**src/rtl/mul_ctrl.sv**
```systemverilog
// mul_ctrl: PCPI sequencer for MUL/MULH/MULHSU/MULHU in front of the registered `mul` datapath.
// Optional feature macro MUL_CTRL_FUSE_EN replays the stored low half for a repeated MUL.

package m_ext_pkg;
    typedef enum logic [1:0] {
        RS1_RS2_UNSIGNED = 2'b00,
        RS1_SIGNED       = 2'b01,
        RS1_RS2_SIGNED   = 2'b10
    } op_sign_t;
endpackage

module mul_ctrl
    import m_ext_pkg::*;
#(
    parameter int WIDTH       = 32,
    parameter int MUL_LATENCY = 1
) (
    input  logic               clk,
    input  logic               rst,
    input  logic               pcpi_valid,
    input  logic [31:0]        pcpi_insn,
    input  logic [WIDTH-1:0]   pcpi_rs1,
    input  logic [WIDTH-1:0]   pcpi_rs2,
    output logic               pcpi_wr,
    output logic [WIDTH-1:0]   pcpi_rd,
    output logic               pcpi_wait,
    output logic               pcpi_ready,
    output logic [WIDTH-1:0]   mul_rs1,
    output logic [WIDTH-1:0]   mul_rs2,
    output op_sign_t           mul_operands_sign,
    input  logic [2*WIDTH-1:0] mul_res
);

    localparam logic [2:0] LAT = 3'(MUL_LATENCY);

    typedef enum logic [1:0] {
        IDLE = 2'b00,
        EXEC = 2'b01,
        DONE = 2'b10
    } state_t;

    state_t           state, state_nxt;
    logic [2:0]       cnt, cnt_nxt;
    logic             hi_sel;
    logic             holdoff;
    logic [2:0]       funct3;
    logic             decode_hit;
    logic             accept;
    logic             fuse_hit;
    logic             use_cache;
    logic [WIDTH-1:0] cached_rd;
    op_sign_t         sign_dec;
    logic             unused_insn;

    assign funct3      = pcpi_insn[14:12];
    assign unused_insn = ^{pcpi_insn[24:15], pcpi_insn[11:7]};
    assign decode_hit  = pcpi_valid && (pcpi_insn[6:0] == 7'b0110011)
                         && (pcpi_insn[31:25] == 7'b0000001) && !pcpi_insn[14];
    // holdoff keeps a still-asserted valid from the finished instruction from re-entering
    assign accept      = (state == IDLE) && decode_hit && !holdoff;

    always_comb begin
        sign_dec = RS1_RS2_UNSIGNED;
        case (funct3[1:0])
            2'b01:   sign_dec = RS1_RS2_SIGNED;
            2'b10:   sign_dec = RS1_SIGNED;
            default: sign_dec = RS1_RS2_UNSIGNED;
        endcase
    end

`ifdef MUL_CTRL_FUSE_EN
    logic             cache_valid;
    logic             fused;
    logic [WIDTH-1:0] cache_rs1, cache_rs2, cache_lo;

    assign fuse_hit  = (funct3 == 3'b000) && cache_valid
                       && (pcpi_rs1 == cache_rs1) && (pcpi_rs2 == cache_rs2);
    assign use_cache = fused;
    assign cached_rd = cache_lo;

    // Low product half is sign-mode independent, so every full-path completion refills the cache
    always_ff @(posedge clk) begin
        if (rst) begin
            cache_valid <= 1'b0;
            fused       <= 1'b0;
            cache_rs1   <= '0;
            cache_rs2   <= '0;
            cache_lo    <= '0;
        end else begin
            if (accept) begin
                fused <= fuse_hit;
            end
            if (state == DONE && !fused) begin
                cache_valid <= 1'b1;
                cache_rs1   <= mul_rs1;
                cache_rs2   <= mul_rs2;
                cache_lo    <= mul_res[WIDTH-1:0];
            end
        end
    end
`else
    assign fuse_hit  = 1'b0;
    assign use_cache = 1'b0;
    assign cached_rd = '0;
`endif

    always_ff @(posedge clk) begin
        if (rst) begin
            state             <= IDLE;
            cnt               <= '0;
            hi_sel            <= 1'b0;
            holdoff           <= 1'b0;
            mul_rs1           <= '0;
            mul_rs2           <= '0;
            mul_operands_sign <= RS1_RS2_UNSIGNED;
        end else begin
            state <= state_nxt;
            cnt   <= cnt_nxt;
            if (state == DONE) begin
                holdoff <= 1'b1;
            end else if (!pcpi_valid) begin
                holdoff <= 1'b0;
            end
            if (accept && !fuse_hit) begin
                mul_rs1           <= pcpi_rs1;
                mul_rs2           <= pcpi_rs2;
                mul_operands_sign <= sign_dec;
                hi_sel            <= (funct3 != 3'b000);
            end
        end
    end

    always_comb begin
        state_nxt  = state;
        cnt_nxt    = cnt;
        pcpi_ready = 1'b0;
        pcpi_wr    = 1'b0;
        pcpi_rd    = '0;
        pcpi_wait  = (state != IDLE) || accept;
        case (state)
            IDLE: begin
                if (accept) begin
                    state_nxt = fuse_hit ? DONE : EXEC;
                    cnt_nxt   = LAT;
                end
            end
            EXEC: begin
                cnt_nxt = cnt - 3'd1;
                if (cnt <= 3'd1) begin
                    state_nxt = DONE;
                end
            end
            DONE: begin
                pcpi_ready = 1'b1;
                pcpi_wr    = 1'b1;
                if (use_cache) begin
                    pcpi_rd = cached_rd;
                end else if (hi_sel) begin
                    pcpi_rd = mul_res[2*WIDTH-1:WIDTH];
                end else begin
                    pcpi_rd = mul_res[WIDTH-1:0];
                end
                state_nxt = IDLE;
            end
            default: state_nxt = IDLE;
        endcase
    end

endmodule
```
**config.mk**
```make
export PLATFORM = sky130hd
export DESIGN_NAME = mul_ctrl
export DESIGN_NICKNAME = d
export VERILOG_FILES = /design/src/rtl/mul_ctrl.sv
export SDC_FILE = /design/constraint.sdc
export NUM_CORES = 1
export LEC_CHECK = 0
export ABC_AREA = 1
export CORE_AREA = 2 2 101 103
export DETAILED_ROUTE_END_ITERATION = 10
export DIE_AREA = 0 0 103 105
export DONT_BUFFER_PORTS = 1
export PLACE_DENSITY = 0.57
export SYNTH_ARGS = -nofsm -noshare
export SYNTH_HDL_FRONTEND = slang
export SYNTH_SLANG_ARGS = --single-unit
```
**constraint.sdc**
```tcl
create_clock -name clk -period 1.51 [get_ports clk]
set_input_delay 0.3775 -clock clk [delete_from_list [all_inputs] [get_ports clk]]
set_output_delay 0.3775 -clock clk [all_outputs]
set_load 0.02 [all_outputs]
```
==> results.json, run 1 <==
{
  "status": "complete, but fails checks",
  "violations": "negative setup slack",
  "worstSetupPathType": "register to primary output",
  "ys_ff_latch": 73,
  "place_congestion": 0.806,
  "drv_cap": 0,
  "layout-drive-gt1-share_pct": 16.5,
  "synth_xor_xnor_area_share_pct": 0,
  "path_cells": "buf_6, nor2_4, buf_4, buf_6, buf_4, buf_6, buf_8",
  "synth-main-ff-cell": "dfxtp_1",
  "arrival_ns": 1.39,
  "ant_nets": 0,
  "grt_usage_pct": 20.3,
  "hold_class": "input pin to register",
  "rsz0062_at_grt": "true",
  "nNetsFinal": 791,
  "drcViolationCount": 0,
  "rows": 36,
  "switchingPower_mw": 0.910,
  "syn_inst": 621,
  "cts_tree": "done",
  "period_needed_ns": 1.77,
  "synth_top_family_by_area": "simple AND/OR/NAND/NOR gates",
  "tns_ns": -8.93,
  "avgSynthCellArea_um2": 6.13,
  "yosysWarnings": 0,
  "synth_area_mm2": 0.00381,
  "end_kind": "primary output",
  "cpMaxStageDelayCell": "dfxtp_2",
  "slew_violations": 0,
  "finalHoldViolCount": 0,
  "p_sw_share_pct": 24.2,
  "period_share_pct": 117,
  "place_area_mm2": 0.00439,
  "synth_seq_area_share_pct": 38.4,
  "cts_hold_buf": 0,
  "dr.pass1.iters": 6,
  "ff2ff_setup_slack_ns": -0.05,
  "drt_iter0_drc": 187,
  "synthAdderAreaFrac_pct": 0.657,
  "synth.distinct_cells": 21,
  "synth_common_cells": "151 x nand2_1, 150 x nor2_1, 82 x inv_1, 73 x dfxtp_1, 64 x nand4_1",
  "clockBufferDepth": 2,
  "synth_area_leaders": "dfxtp_1 38%, nand2_1 15%, nor2_1 15%",
  "synthSimpleGateAreaFrac_pct": 41.9,
  "cts.reportedPaths.clkPinSlew_ns": 0.07,
  "place_inst": 737,
  "die_w_um": 103,
  "ir_drop_uv": 509,
  "hpwl_um": 8300,
  "power_mw": 3.76,
  "grt_first_pass_wirelength_um": 17400,
  "cpPeakStageDelay_ns": 0.34,
  "finish.utilization_pct": 51.0,
  "grt_overflow": 0,
  "power_frac_comb_pct": 6.3,
  "yosysTopAreaCell": "dfxtp_1",
  "power.density_mw_per_mm2": 765,
  "finalSetupViolations": 98,
  "ios": 264,
  "leakage_nw": 2.14,
  "whs_ns": 0.0989,
  "core_mm2": 0.00964,
  "cp.required_ns": 1.13,
  "clk_latency_ns": 0.34,
  "final_cells": 763,
  "synthMuxAreaShare_pct": 0,
  "max-slew-margin-rel_pct": 78.9,
  "tightest_slew_ns": 0.315,
  "yosysMostFrequentCell": "nand2_1",
  "fmax_ghz": 0.566,
  "finalWirelength_um": 12000,
  "die_y_um": 105,
  "avgRoutedWirePerCell_um": 15.7,
  "layout_setup_ws_ns": -0.255,
  "antenna_cells": 0,
  "seq_power_share_pct": 51.1,
  "post-place-ws_ns": -0.0692,
  "cts_made_buffers": 9,
  "port_buffers": 0,
  "start_util_pct": 39.5,
  "synth-edff-count": 0,
  "vias": 3843,
  "vias_per_cell": 5.04,
  "pwr-share-clk_pct": 42.6,
  "design_area_mm2": 0.00492,
  "grt_max_degree": 58,
  "antenna_found_initial": 0,
  "synthArstFlopShare_pct": 0,
  "syn_nets": 786,
  "numClockSinks": 73,
  "grt_pass1_vias": 3646,
  "synth_top_area_share_pct": 38.4,
  "clock_skew_ns": 0.00917,
  "dieArea_mm2": 0.0108,
  "intPower_mw": 2.85,
  "crit_fanout": 2,
  "synthToLayoutAreaGrowth_pct": 29.1,
  "synth-compound-area-share_pct": 5.12,
  "startpoint_type": "register",
  "h-tree-depth": 3,
  "root_buffer": "clkbuf_8",
  "critPathMostFrequentCell": "buf_6"
}
cells in the final DEF, fill, tap and decap left out, types with 2 or more instances in the layout:
master / n
a21oi_1: 3
a21oi_2: 7
a21oi_4: 25
buf_12: 10
buf_16: 3
buf_4: 13
buf_6: 10
clkbuf_16: 3
clkbuf_8: 11
dfxtp_1: 71
dfxtp_2: 2
ha_1: 2
inv_1: 80
inv_2: 3
inv_4: 2
nand2_1: 148
nand2_2: 2
nand3_1: 5
nand4_1: 64
nor2_1: 147
nor2_4: 5
o21ai_0: 4
area by class of cell:
type | count | area [um^2]
fillers | 990 | 4720
multi-input cells | 417 | 2180
well taps | 133 | 166
flip-flops and latches | 73 | 1460
inverters | 85 | 324
clock inverters | 4 | 51.3
clock buffers | 11 | 151
repair buffers | 40 | 583
per-layer routing:
metal | track usage [%] | wire length (um) | vias to the layer above
li1 | - | - | 1932
met1 | 22.9 | 4820 | 1735
met2 | 34.4 | 5860 | 159
met3 | 8.36 | 1130 | 17
met4 | 6.02 | 191 | 0
met5 | 0 | 0 | -
flip-flops by register name (all words and copies together) (netlist names):
name / flops
cnt: 3
hi_sel: 1
holdoff: 1
mul_operands_sign: 2
mul_rs1: 32
mul_rs2: 32
state: 2
power by group through the flow:
stage | clock network [mW] | registers, mW | logic (mW)
floorplan | 0 | 1.97 | 0.175
global placement | 0 | 1.97 | 0.223
detailed placement | 0 | 1.97 | 0.231
CTS | 1.65 | 1.92 | 0.234
global route | 1.73 | 1.92 | 0.267
finish | 1.60 | 1.92 | 0.236
logic make-up (layout without fill, tap and decap cells):
kind of cell	count (synthesis)	in the layout
adders and majority gates	2	2
buffers and inverters	131	140
DFF	73	73
AOI/OAI and AO/OA	39	39
and+or+nand+nor	376	376
critical path, delay by kind of cell, from the launching register on:
kind          cells  cell delay [ns]
buf+inv           6             0.68
flops             1             0.34
simple gates      1             0.03
timing repair:
action	CTS	global route
pin swaps	4	3
endpoints found under the setup margin	33	103
setup buffers	4	2
gates resized for setup	21	14
gates cloned	2	3
final timing paths:
check | depth (start not counted) | startpoint | to
setup / recovery | 7 | state[0] | pcpi_ready
hold reg to reg | 2 | holdoff | holdoff
setup reg to reg | 10 | state[0] | mul_rs2[31]
hold / removal | 1 | rst | state[0]
No activity file was read; power rests on OpenSTA's default activity.
==> run 2: changes to the inputs <==
==> config.mk (replaced) <==
export PLATFORM = sky130hd
export DESIGN_NAME = mul_ctrl
export DESIGN_NICKNAME = d
export VERILOG_FILES = /design/src/rtl/mul_ctrl.sv
export SDC_FILE = /design/constraint.sdc
export NUM_CORES = 1
export LEC_CHECK = 0
export ABC_AREA = 0
export CORE_AREA = 2 2 102 104
export DETAILED_ROUTE_END_ITERATION = 10
export DIE_AREA = 0 0 104 106
export DONT_BUFFER_PORTS = 1
export PLACE_DENSITY = 0.52
export SYNTH_ARGS = -nofsm -noshare
export SYNTH_HDL_FRONTEND = slang
export SYNTH_SLANG_ARGS = --single-unit
==> run 2 against run 1 <==
- critical path depth down 3
- via count decreased by 9.8%
- clock skew rose by 0.0091 ns
- flip-flop and latch count did not move
- largest power group unchanged
- total power is 1.1% higher
- die area grew 1.9%
- the flow still finishes with violations (negative setup slack)
- critical endpoint is now pcpi_rd[2]
- hold slack worse by 0.023 ns
==> results.json, run 2 <==
{
  "antenna_found_initial": 0,
  "synth_common_cells": "73 x dfxtp_1, 69 x a21oi_1, 65 x nand3_1, 51 x o21ai_0, 35 x nor2_1",
  "die_y_um": 106,
  "core_mm2": 0.0100,
  "synthToLayoutAreaGrowth_pct": 60.0,
  "cp.required_ns": 1.13,
  "rows": 37,
  "synthArstFlopShare_pct": 0,
  "max-slew-margin-rel_pct": 57.5,
  "slew_violations": 0,
  "root_buffer": "clkbuf_8",
  "syn_nets": 583,
  "period_needed_ns": 1.92,
  "final_cell_mix": "71 x dfxtp_1, 64 x nand3_1, 60 x a21oi_1",
  "synth_seq_area_share_pct": 42.8,
  "drv_cap": 0,
  "finalWirelength_um": 13600,
  "grt_overflow": 0,
  "synth_top_area_share_pct": 42.8,
  "tns_ns": -28.74,
  "place_congestion": 0.749,
  "ff2ff_setup_slack_ns": -0.28,
  "leakage_nw": 1.71,
  "yosysTopAreaCell": "dfxtp_1",
  "power.density_mw_per_mm2": 696,
  "clock_skew_ns": 0.0183,
  "design_area_mm2": 0.00547,
  "finalHoldViolCount": 0,
  "start_util_pct": 34.2,
  "synth_area_mm2": 0.00342,
  "ant_nets": 0,
  "yosysWarnings": 0,
  "place_area_mm2": 0.00386,
  "timing.rr.start": "state[0]",
  "nNetsFinal": 620,
  "clockBufferDepth": 2,
  "yosysMostFrequentCell": "dfxtp_1",
  "avgRoutedWirePerCell_um": 22.7,
  "n_fill_cell": 898,
  "hold_class": "input pin to register",
  "worstSetupPathType": "register to primary output",
  "cts_tree": "done",
  "vias_per_cell": 5.82,
  "grt_pass1_vias": 3295,
  "startpoint_type": "register",
  "rsz0062_at_grt": "true",
  "drt_iter0_drc": 229,
  "crit_fanout": 16,
  "die_w_um": 104,
  "finalSetupViolations": 101,
  "numClockSinks": 73,
  "dr.pass1.iters": 4,
  "avgSynthCellArea_um2": 8.17,
  "h-tree-depth": 3,
  "crit_start": "hi_sel",
  "grt_first_pass_wirelength_um": 18200,
  "endpoint": "pcpi_rd[2]",
  "end_kind": "primary output",
  "antenna_cells": 0,
  "tightest_slew_ns": 0.638,
  "r2r-end": "mul_rs2[15]",
  "hpwl_um": 7210,
  "multi_input_area_mm2": 0.00250,
  "cts_hold_buf": 0,
  "clk_latency_ns": 0.36,
  "arrival_ns": 1.54,
  "synth-edff-count": 0,
  "violations": "negative setup slack",
  "ys_ff_latch": 73,
  "period_share_pct": 127,
  "layout_commonest_cell": "dfxtp_1",
  "cts_made_buffers": 9,
  "synth_area_leaders": "dfxtp_1 43%, a21oi_1 10%, nand3_1 9.5%",
  "ios": 264,
  "syn_inst": 418,
  "cts.reportedPaths.clkPinSlew_ns": 0.09,
  "grt_max_degree": 75,
  "dieArea_mm2": 0.0110,
  "vias": 3467,
  "r2r_cells": 8,
  "synth.distinct_cells": 34,
  "post-place-ws_ns": -0.217,
  "reg_top3": "mul_rs1: 32 flops, mul_rs2: 32 flops, cnt: 3 flops",
  "ir_drop_uv": 504,
  "ff_latch_area_mm2": 0.00147,
  "layout-drive-gt1-share_pct": 50.0,
  "fmax_ghz": 0.522,
  "grt_usage_pct": 21.0,
  "synth-main-ff-cell": "dfxtp_1",
  "layout_setup_ws_ns": -0.405,
  "status": "complete, but fails checks",
  "port_buffers": 0,
  "drcViolationCount": 0
}
## run 2: cell count changes after synthesis, sizes merged, moves of 8 or more
| cell | previous run | this run |
|---|---|---|
| nand2 | 151 | 2 |
| nor2 | 152 | 36 |
| inv | 84 | 3 |
| nand4 | 64 | 1 |
| o21ai | 4 | 66 |
| nand3 | 6 | 65 |
| a21oi | 35 | 69 |
| mux2i | 0 | 32 |
| clkbuf | 14 | 22 |
## run 2: layer usage
metal	vias to the layer above	routed length (um)	global-route usage [%]
met1	1723	5410	25.7
met4	0	260	6.66
met3	20	1060	8.15
li1	1574	-	-
met2	150	6820	34.1
met5	-	0	0
## run 2: critical path: stages (launching register included)
cell	delay, ns
dfxtp_4	0.42
buf_16	0.20
mux2i_1	0.35
nor2_4	0.07
buf_6	0.14
## run 2: cell families (layout without fill, tap and decap cells)
kind of cell / Yosys count / in the layout / share of synthesized area [%]
flip-flops: 73 / 73 / 42.8
multiplexers: 32 / 32 / 9.38
XOR/XNOR: 1 / 1 / 0.256
AND/OR/NAND/NOR: 120 / 120 / 17.7
adder cells (fa/ha/maj): 2 / 2 / 0.732
buffers and inverters: 50 / 92 / 8.10
AO/OA/AOI/OAI: 140 / 140 / 21.1
## run 2: cell type report
type | count | share of cell area (%)
multi-input combinational | 295 | 45.7
sequential | 73 | 26.8
timing repair buffer | 73 | 20.2
tap | 136 | 3.11
clock buffer | 10 | 2.33
clock inverter | 6 | 1.65
inverter | 3 | 0.206
## run 2: per-stage QoR
step           std cells  hold slack (ns)  power, mW  utilization (%)
3_3_place_gp         557            0.448       2.04             38.6
4_1_cts              589           0.0549       3.82             48.5
5_1_grt              596           0.0481       3.95             54.7
6_report             596           0.0763       3.81             54.7
2_1_floorplan        418            0.432       2.05                -
3_5_place_dp         557            0.455       2.04             38.6
## run 2: how the worst min path moves through the flow
stage             endpoint  cells after the start  slack, ns    start
2_1_floorplan      holdoff                      2       0.43  holdoff
3_3_place_gp        hi_sel                      1       0.45      rst
3_5_place_dp        hi_sel                      1       0.46      rst
4_1_cts             hi_sel                      1       0.05      rst
5_1_grt             hi_sel                      1       0.05      rst
6_report       mul_rs2[14]                      1       0.08      rst
## run 2: repair_timing
item,in CTS,in global routing
resized for setup,163,103
setup buffers,5,2
cloned,11,7
endpoints found under the setup margin,102,105
pin swaps,40,45
## run 2: report_power, final
| part | switching [mW] | internal (mW) | total, mW | leakage [nW] |
|---|---|---|---|---|
| combinational | 0.0716 | 0.0749 | 0.147 | 1.01 |
| clock | 0.801 | 0.937 | 1.74 | 0.107 |
| sequential | 0.0000619 | 1.92 | 1.92 | 0.589 |
| total | 0.872 | 2.93 | 3.81 | 1.71 |
